### src/rtl/dtree_node_evaluator_if.sv
// Bundles the feature-vector input, node-memory read port and classification output.
// Trace signals (out_path, out_depth) exist only when DTREE_TRACE_EN is defined.
interface dtree_node_evaluator_if #(
    parameter int DEPTH    = 24,
    parameter int ADDR_W   = 3,
    parameter int FEATURES = 3,
    parameter int FEAT_W   = 8
);
    logic                       in_valid;
    logic                       in_ready;
    logic [FEATURES*FEAT_W-1:0] in_features;
    logic                       mem_ce;
    logic                       mem_we;
    logic [ADDR_W-1:0]          mem_a;
    logic [DEPTH-1:0]           mem_q;
    logic                       out_valid;
    logic                       out_ready;
    logic [ADDR_W:0]            out_class;
    logic                       out_err;
`ifdef DTREE_TRACE_EN
    logic [ADDR_W:0]            out_path;
    logic [ADDR_W:0]            out_depth;
`endif

    // master: surrounding system (feature source, memory, classifier sink); slave: the evaluator
    modport master (
        output in_valid, in_features, mem_q, out_ready,
        input  in_ready, mem_ce, mem_we, mem_a, out_valid, out_class, out_err
`ifdef DTREE_TRACE_EN
        , input out_path, out_depth
`endif
    );

    modport slave (
        input  in_valid, in_features, mem_q, out_ready,
        output in_ready, mem_ce, mem_we, mem_a, out_valid, out_class, out_err
`ifdef DTREE_TRACE_EN
        , output out_path, out_depth
`endif
    );
endinterface

### src/rtl/dtree_node_evaluator.sv
// Walks a heap-ordered oblique decision tree, one node read per FETCH/EVAL pair.
// Optional DTREE_TRACE_EN adds out_path (per-level direction) and out_depth (nodes evaluated).
module dtree_node_evaluator #(
    parameter int DEPTH           = 24,
    parameter int WORDS           = 8,
    parameter int FEATURES        = 3,
    parameter int COEFF_BIT_DEPTH = 4,
    parameter int BIAS_BIT_DEPTH  = 10,
    parameter int FEAT_W          = 8
) (
    input logic                   clk,
    input logic                   reset,
    dtree_node_evaluator_if.slave bus
);
    localparam int ADDR_W  = $clog2(WORDS);
    localparam int ACC_W   = FEAT_W + COEFF_BIT_DEPTH + $clog2(FEATURES) + 2;
    localparam int COEF_LSB = BIAS_BIT_DEPTH;
    localparam int OH_LSB  = BIAS_BIT_DEPTH + (FEATURES - 1) * COEFF_BIT_DEPTH;
    localparam int LP_BIT  = OH_LSB + FEATURES;
    localparam int RP_BIT  = LP_BIT + 1;

    typedef enum logic [1:0] {IDLE, FETCH, EVAL, DONE} state_t;

    state_t state, state_next;

    logic signed [FEAT_W-1:0]          feat_q [FEATURES];
    logic [ADDR_W-1:0]                 node;
    logic [ADDR_W:0]                   cls_q;
    logic                              err_q;

    logic [FEATURES-1:0]               onehot;
    logic                              malformed;
    int unsigned                       p_idx;
    logic signed [BIAS_BIT_DEPTH-1:0]  bias_f;
    logic signed [COEFF_BIT_DEPTH-1:0] cf;
    logic signed [FEAT_W-1:0]          fm;
    logic signed [ACC_W-1:0]           acc;
    logic                              dir;
    logic                              present;
    logic [ADDR_W+1:0]                 child;
    logic                              overflow;
    logic                              unused_reserved;

    assign unused_reserved = ^bus.mem_q[DEPTH-1:RP_BIT+1];

    // Node evaluation on the word returned by the previous FETCH
    always_comb begin
        onehot    = bus.mem_q[OH_LSB +: FEATURES];
        malformed = !$onehot(onehot);
        bias_f    = bus.mem_q[BIAS_BIT_DEPTH-1:0];
        p_idx     = 0;
        for (int unsigned i = 0; i < FEATURES; i++)
            if (onehot[i]) p_idx = i;
        acc = ACC_W'(bias_f);
        for (int unsigned i = 0; i < FEATURES; i++)
            if (i == p_idx) acc = acc + ACC_W'(feat_q[i]);
        cf = '0;
        fm = '0;
        // coefficients skip over the one-hot selected feature
        for (int unsigned k = 0; k < FEATURES - 1; k++) begin
            cf  = bus.mem_q[COEF_LSB + k*COEFF_BIT_DEPTH +: COEFF_BIT_DEPTH];
            fm  = (k < p_idx) ? feat_q[k] : feat_q[k+1];
            acc = acc + ACC_W'(cf) * ACC_W'(fm);
        end
        dir      = ~acc[ACC_W-1];
        present  = dir ? bus.mem_q[RP_BIT] : bus.mem_q[LP_BIT];
        child    = {1'b0, node, 1'b0} + (ADDR_W+2)'(1) + (ADDR_W+2)'(dir);
        overflow = child >= (ADDR_W+2)'(WORDS);
    end

    always_ff @(posedge clk) begin
        if (reset) state <= IDLE;
        else       state <= state_next;
    end

    always_comb begin
        state_next    = state;
        bus.in_ready  = 1'b0;
        bus.mem_ce    = 1'b0;
        bus.mem_a     = '0;
        bus.out_valid = 1'b0;
        case (state)
            IDLE: begin
                bus.in_ready = 1'b1;
                if (bus.in_valid) state_next = FETCH;
            end
            FETCH: begin
                bus.mem_ce = 1'b1;
                bus.mem_a  = node;
                state_next = EVAL;
            end
            EVAL: begin
                if (!malformed && present && !overflow) state_next = FETCH;
                else                                     state_next = DONE;
            end
            DONE: begin
                bus.out_valid = 1'b1;
                if (bus.out_ready) state_next = IDLE;
            end
            default: state_next = IDLE;
        endcase
        // reset masks the handshake and memory strobes within the same cycle
        if (reset) begin
            bus.in_ready  = 1'b0;
            bus.mem_ce    = 1'b0;
            bus.mem_a     = '0;
            bus.out_valid = 1'b0;
        end
    end

    assign bus.mem_we    = 1'b0;
    assign bus.out_class = cls_q;
    assign bus.out_err   = err_q;

    always_ff @(posedge clk) begin
        if (reset) begin
            node  <= '0;
            cls_q <= '0;
            err_q <= 1'b0;
            for (int unsigned i = 0; i < FEATURES; i++) feat_q[i] <= '0;
        end else begin
            case (state)
                IDLE: begin
                    if (bus.in_valid) begin
                        for (int unsigned i = 0; i < FEATURES; i++)
                            feat_q[i] <= bus.in_features[i*FEAT_W +: FEAT_W];
                        node  <= '0;
                        err_q <= 1'b0;
                    end
                end
                EVAL: begin
                    if (malformed) begin
                        cls_q <= '0;
                        err_q <= 1'b1;
                    end else if (present && !overflow) begin
                        node <= child[ADDR_W-1:0];
                    end else begin
                        cls_q <= child[ADDR_W:0];
                        err_q <= present;
                    end
                end
                default: ;
            endcase
        end
    end

`ifdef DTREE_TRACE_EN
    logic [ADDR_W:0] path_q;
    logic [ADDR_W:0] depth_q;

    always_ff @(posedge clk) begin
        if (reset) begin
            path_q  <= '0;
            depth_q <= '0;
        end else if (state == IDLE && bus.in_valid) begin
            path_q  <= '0;
            depth_q <= '0;
        end else if (state == EVAL) begin
            depth_q <= depth_q + (ADDR_W+1)'(1);
            if (!malformed) path_q <= path_q | ((ADDR_W+1)'(dir) << depth_q);
        end
    end

    assign bus.out_path  = path_q;
    assign bus.out_depth = depth_q;
`endif
endmodule

### src/flat_wrapper.sv
// flat-port wrapper written by rule: the top's interface ports become plain ports
module dtree_node_evaluator_flat 
#(
    parameter int DEPTH           = 24,
    parameter int WORDS           = 8,
    parameter int FEATURES        = 3,
    parameter int COEFF_BIT_DEPTH = 4,
    parameter int BIAS_BIT_DEPTH  = 10,
    parameter int FEAT_W          = 8
)
  (clk, reset, bus_in_valid, bus_in_features, bus_mem_q, bus_out_ready, bus_in_ready, bus_mem_ce, bus_mem_we, bus_mem_a, bus_out_valid, bus_out_class, bus_out_err);
  dtree_node_evaluator_if #(.DEPTH(DEPTH), .ADDR_W(3), .FEATURES(FEATURES), .FEAT_W(FEAT_W)) bus_i ();
  input logic clk;
  input logic reset;
  input wire logic [$bits(bus_i.in_valid)-1:0] bus_in_valid;
  input wire logic [$bits(bus_i.in_features)-1:0] bus_in_features;
  input wire logic [$bits(bus_i.mem_q)-1:0] bus_mem_q;
  input wire logic [$bits(bus_i.out_ready)-1:0] bus_out_ready;
  output wire logic [$bits(bus_i.in_ready)-1:0] bus_in_ready;
  output wire logic [$bits(bus_i.mem_ce)-1:0] bus_mem_ce;
  output wire logic [$bits(bus_i.mem_we)-1:0] bus_mem_we;
  output wire logic [$bits(bus_i.mem_a)-1:0] bus_mem_a;
  output wire logic [$bits(bus_i.out_valid)-1:0] bus_out_valid;
  output wire logic [$bits(bus_i.out_class)-1:0] bus_out_class;
  output wire logic [$bits(bus_i.out_err)-1:0] bus_out_err;
  assign bus_i.in_valid = bus_in_valid;
  assign bus_i.in_features = bus_in_features;
  assign bus_i.mem_q = bus_mem_q;
  assign bus_i.out_ready = bus_out_ready;
  assign bus_in_ready = bus_i.in_ready;
  assign bus_mem_ce = bus_i.mem_ce;
  assign bus_mem_we = bus_i.mem_we;
  assign bus_mem_a = bus_i.mem_a;
  assign bus_out_valid = bus_i.out_valid;
  assign bus_out_class = bus_i.out_class;
  assign bus_out_err = bus_i.out_err;
  dtree_node_evaluator #(.DEPTH(DEPTH), .WORDS(WORDS), .FEATURES(FEATURES), .COEFF_BIT_DEPTH(COEFF_BIT_DEPTH), .BIAS_BIT_DEPTH(BIAS_BIT_DEPTH), .FEAT_W(FEAT_W)) u_core (.clk(clk), .reset(reset), .bus(bus_i));
endmodule
### config.mk
export PLATFORM = sky130hd
export DESIGN_NAME = dtree_node_evaluator_flat
export DESIGN_NICKNAME = d
export VERILOG_FILES = /design/src/rtl/dtree_node_evaluator_if.sv /design/src/rtl/dtree_node_evaluator.sv /design/src/flat_wrapper.sv
export SDC_FILE = /design/constraint.sdc
export NUM_CORES = 1
export LEC_CHECK = 0
export ABC_AREA = 1
export CAP_MARGIN = 5
export CORE_UTILIZATION = 65
export CTS_BUF_LIST = sky130_fd_sc_hd__clkbuf_16
export CTS_CLUSTER_DIAMETER = 100
export DETAILED_ROUTE_END_ITERATION = 16
export HOLD_SLACK_MARGIN = 0.12
export PLACE_DENSITY_LB_ADDON = 0.25
export SLEW_MARGIN = 25
export SYNTH_ARGS = -nofsm -noshare
export SYNTH_HDL_FRONTEND = slang
export SYNTH_SLANG_ARGS = --single-unit
### constraint.sdc
create_clock -name clk -period 18 [get_ports clk]
set_input_delay 4.5 -clock clk [delete_from_list [all_inputs] [get_ports clk]]
set_output_delay 4.5 -clock clk [all_outputs]
set_load 0.03 [all_outputs]
; After elaboration in Yosys (flattened, before gate mapping)
; Memories as Yosys holds them, arrays and structs flattened.
; Cells that the tools add are included.
[op_classes]
add_sub_neg = 9
mul = 2
magnitude_cmp = 3
eq_ne = 12
muxes = 39
bitwise = 4
reduce_logical = 11
[ops]
columns = operator, n
row1 = less-than comparator 1 x 32 -> 1 bit (first input constant), 2
row2 = two-way mux 16 bit, 3
row3 = two-way mux 8 bit, 5
row4 = adder 16 bit, 2
row5 = adder 16 x 8 -> 16 bit, 2
row6 = == test 1 x 32 -> 1 bit (first input constant), 1
row7 = == test 2 x 32 -> 1 bit (first input constant), 1
row8 = logical NOT 32 bit, 1
row9 = two-way mux 32 bit, 1
row10 = multiplier 4 x 8 -> 12 bit, 2
row11 = two-way mux 1 bit, 17
row12 = two-way mux 3 bit, 5
row13 = adder 10 x 8 -> 11 bit, 1
row14 = two-way mux 4 bit, 2
row15 = case mux 2 bit (4 select lines), 1
row16 = two-way mux 2 bit, 3
row17 = inequality test 2 bit (second input constant), 3
row18 = case mux 3 bit (2 select lines), 1
row19 = adder 4 x 1 -> 5 bit (second input constant), 1
row20 = adder 5 x 1 -> 5 bit, 1
row21 = >= comparator 5 x 4 -> 1 bit (second input constant), 1
row22 = == test 2 x 1 -> 1 bit (second input constant), 2
row23 = == test 2 bit (second input constant), 2
row24 = inequality test 2 x 1 -> 1 bit (second input constant), 2
row25 = 13 further kinds, 18
[totals]
ff_bits = 10
ramBits = 24
in_bits = 52
mem_count = 1
[mem_list]
columns = memory, depth, width, read_ports, rd_ports_with_merged_regs, wr, line
row1 = u_core.feat_q, 3, 8, 3, 0, 3, dtree_node_evaluator.sv:26  ; logic signed [FEAT_W-1:0] feat_q [FEATURES];

; Longest topological paths before layout
[logic_depth]
word_depth = 18
ltp_mapped = 50
ltp_nobuf = 50

; Worst setup path after synthesis
; OpenSTA, ideal clock, no wires.
[synth_timing]
path_type = input port to flip-flop
start = input bus_mem_q[20]
end = register u_core.node[0]
setup_ps = 133
arrival_time_ps = 10967
required_time_ps = 17867
slack_ps = 6900
path_stages = 38
path_cell_list = buf_6 nor2_8 buf_4 clkbuf_1 clkbuf_1 nand2_1 o21ai_0 nand2_1 fa_1 fa_1 fa_1 inv_1 ha_1 fa_1 nand3_1 nand2_1 a21oi_1 o21ai_0 [2 not listed] xnor2_1 inv_1 fa_1 ha_1 nand2_1 or2_2 nand3_1 inv_1 nand2_2 nand3_2 nand3_2 nand2_2 inv_2 nand3_4 nand2_4 nand2_1 nand2_1 a21oi_2
[synth_via]
elab_chain_cells = 16
[synth_rtl]
columns = element, line
row1 = from (decl), flat_wrapper.sv:17  ; input wire logic [$bits(bus_i.mem_q)-1:0] bus_mem_q;
row2 = "parallel branches: the longest is 16 deep, another holds less-than comparator 1 x 32 -> 1 bit", --
row3 = to (signal assigned), dtree_node_evaluator.sv:136  ; node <= child[ADDR_W-1:0];
row4 = to (decl), dtree_node_evaluator.sv:27  ; logic [ADDR_W-1:0] node;
; Several ways; the timed one is not identified. The select of a mux whose other input is x is not followed.
; A chain may end at the register's enable or synchronous reset.

; Worst setup path in the final report
; Same ends and word-level chain as after synthesis.

==> metrics.cfg <==
[clock_tree]
cts_num_sinks = 34
cts_hold_buffers = 0
clk_pin_slew_ps = 60
ctsResizeCount = 0
cts_buffers = 5
cts_buffer_depth = 2
clock_latency_ps = 290
postCtsSetupBuffers = 0
h-tree-depth = 2
cts_tree = built
cts_root_buf = clkbuf_16

[power]
power_density_nw_per_um2 = 128
vdd.ir_drop.worst_mv = 0.119
finalPower_uw = 970
p_leak_nw = 4.02

[sta]
finalSetupViolations = 0
worst_pin_slew_ps = 763
relSlewSlack = 0.490
finalWorstPathRequiredPeriod_ps = 12140
fin_setup_tns_ps = 0
fmax_ghz = 0.0824
fin_worst_skew_ps = 6.08
slew_viol_final = 0
rsz0062_at_grt = no
period_share = 0.675
hold_viol = 0
setup_ws_ps = 5860

[drt]
finalWirelength_mm = 14.5
viasPerCell = 5.26
drtPass1Iterations = 5
vias = 5799
drt_iter0_markers = 356
ant_nets = 0
wl_per_cell_um = 13.2
drc = 0

[final_layout]
syn2layout_area_growth_pct = 13.6
final_cell_mix = 188 x inv_1, 181 x nand2_1, 92 x ha_1
antenna_cells = 0
seqCellArea_um2 = 921
final_common_cell = inv_1
fillCellCount = 726
multi_input_area_um2 = 4910
finalNetCount = 1165
drive_gt1_frac = 0.0711
final_area_um2 = 7550

[global_route]
antenna_found_initial = 0
grt_pass1_vias = 5536
grt_use_total = 0.299
grt-ovfl-total = 0
grt_pass1_wl_mm = 24.7
grt_max_degree = 31

[logic_synthesis]
synth-seq-cells = 34
ys_seq_area_frac = 0.139
syn-num-nets = 1113
syn_inst = 917
yosys_warnings = 0
syn_avg_cell_area_um2 = 7.25
yosys_most_used_dff = edfxtp_1
syn_area_um2 = 6650
synth_edf_count = 24
synth_async_sr_flop_share = 0
ys_types = 41

[worst_setup_path]
worstSetupEndpointType = register
crit_required_ps = 18150
crit_type = input port to register
r2r_cells = 44
crit_fanout = 26
crit_slowest_cell = fa_1
crit_top_cell = nand2_1
cp-start-kind = input port
crit_arrival_ps = 12290
slowest_delay_ps = 520

[placement]
dpl_cell_area_um2 = 7350
hpwl_mm = 12.1
finalWeightedCongestion = 0.914
numPortBuffers = 61
pre_cts_ws_ps = 5580

[floorplanning]
ios = 64
die_area_um2 = 10600
coreArea_um2 = 9860
die_x_um = 103
num_rows = 36
initial_core_util = 0.674
die_h_um = 103

[min_path]
holdCritPathClass = register to register
hold_depth = 2

[run_status]
status = finished, final reports clean

[flow_run]
cap_violations = 0

## registers in the layout (all words and copies together), names as in the netlist
signal / flops
u_core.bus.out_err: 1
u_core.node: 3
u_core.state: 2
u_core.bus.out_class: 4
u_core.feat_q: 24
## logic make-up (layout without fill, tap and decap cells)
group                    after synthesis  count (layout)  share of synthesized area
AND/OR/NAND/NOR                      349             349                      0.240
buffers and inverters                212             265                      0.123
adder cells (fa/ha/maj)              144             144                      0.330
AO/OA/AOI/OAI                        136             136                      0.114
XOR/XNOR                              41              41                     0.0540
flip-flops                            34              34                      0.139
other                                  1               1                   0.000564
## per-stage QoR
stage,utilization,hold slack [ps],instances
after global routing,0.765,482,1103
after global placement,0.745,452,1095
final,0.765,462,1103
after CTS,0.765,463,1103
after detailed placement,0.745,454,1095
after floorplan,-,461,917
## final cells by class
class,count,area share
multi-input cells,671,0.651
flip-flops and latches,34,0.122
clock buffers,5,0.0166
well taps,133,0.0220
repair buffers,63,0.0829
inverters,194,0.0968
clock inverters,3,0.00912
## worst max-delay path: cells and delay by family
family,cells,cell delay (ps)
fa+ha+maj,7,2890
simple gates,17,2030
buf+inv,7,1590
compound gates,6,820
xor+xnor,1,440
## worst paths after layout
path         slack, ps                              endpoint                                  from
min reg2reg        460  u_core.bus.out_class[2]$_SDFFE_PP0P_  u_core.bus.out_class[2]$_SDFFE_PP0P_
max reg2reg      10810           u_core.node[0]$_SDFFE_PP0P_     u_core.feat_q[0][2]$_SDFFCE_PN0P_
max               5860           u_core.node[0]$_SDFFE_PP0P_                         bus_mem_q[20]
min                460  u_core.bus.out_class[2]$_SDFFE_PP0P_  u_core.bus.out_class[2]$_SDFFE_PP0P_
## Yosys cell counts, drive strengths merged (8+ instances only)
cell type  number  share of area
nand2         203           0.13
inv           194           0.11
ha             92           0.17
nor2           79          0.048
a21oi          60          0.049
fa             52           0.16
o21ai          51          0.038
nand3          42          0.041
edfxtp         24           0.11
xor2           22          0.029
xnor2          19          0.025
clkbuf         13         0.0073
dfxtp          10          0.030
nor3           10         0.0092
or2            10         0.0094
a31oi           8         0.0075
## power breakdown
group / internal, mW / switching (mW) / total [mW]
clock network: 0.0795 / 0.0345 / 0.114
registers: 0.0953 / 0.0104 / 0.106
logic: 0.296 / 0.455 / 0.750
## layer usage
layer	GRT usage	wire length [µm]	vias up
met3	0.0325	620	42
li1	-	-	2990
met4	0.127	567	0
met1	0.397	6600	2610
met2	0.497	6730	157
met5	0	0	-
No activity file was read; power rests on OpenSTA's default activity.
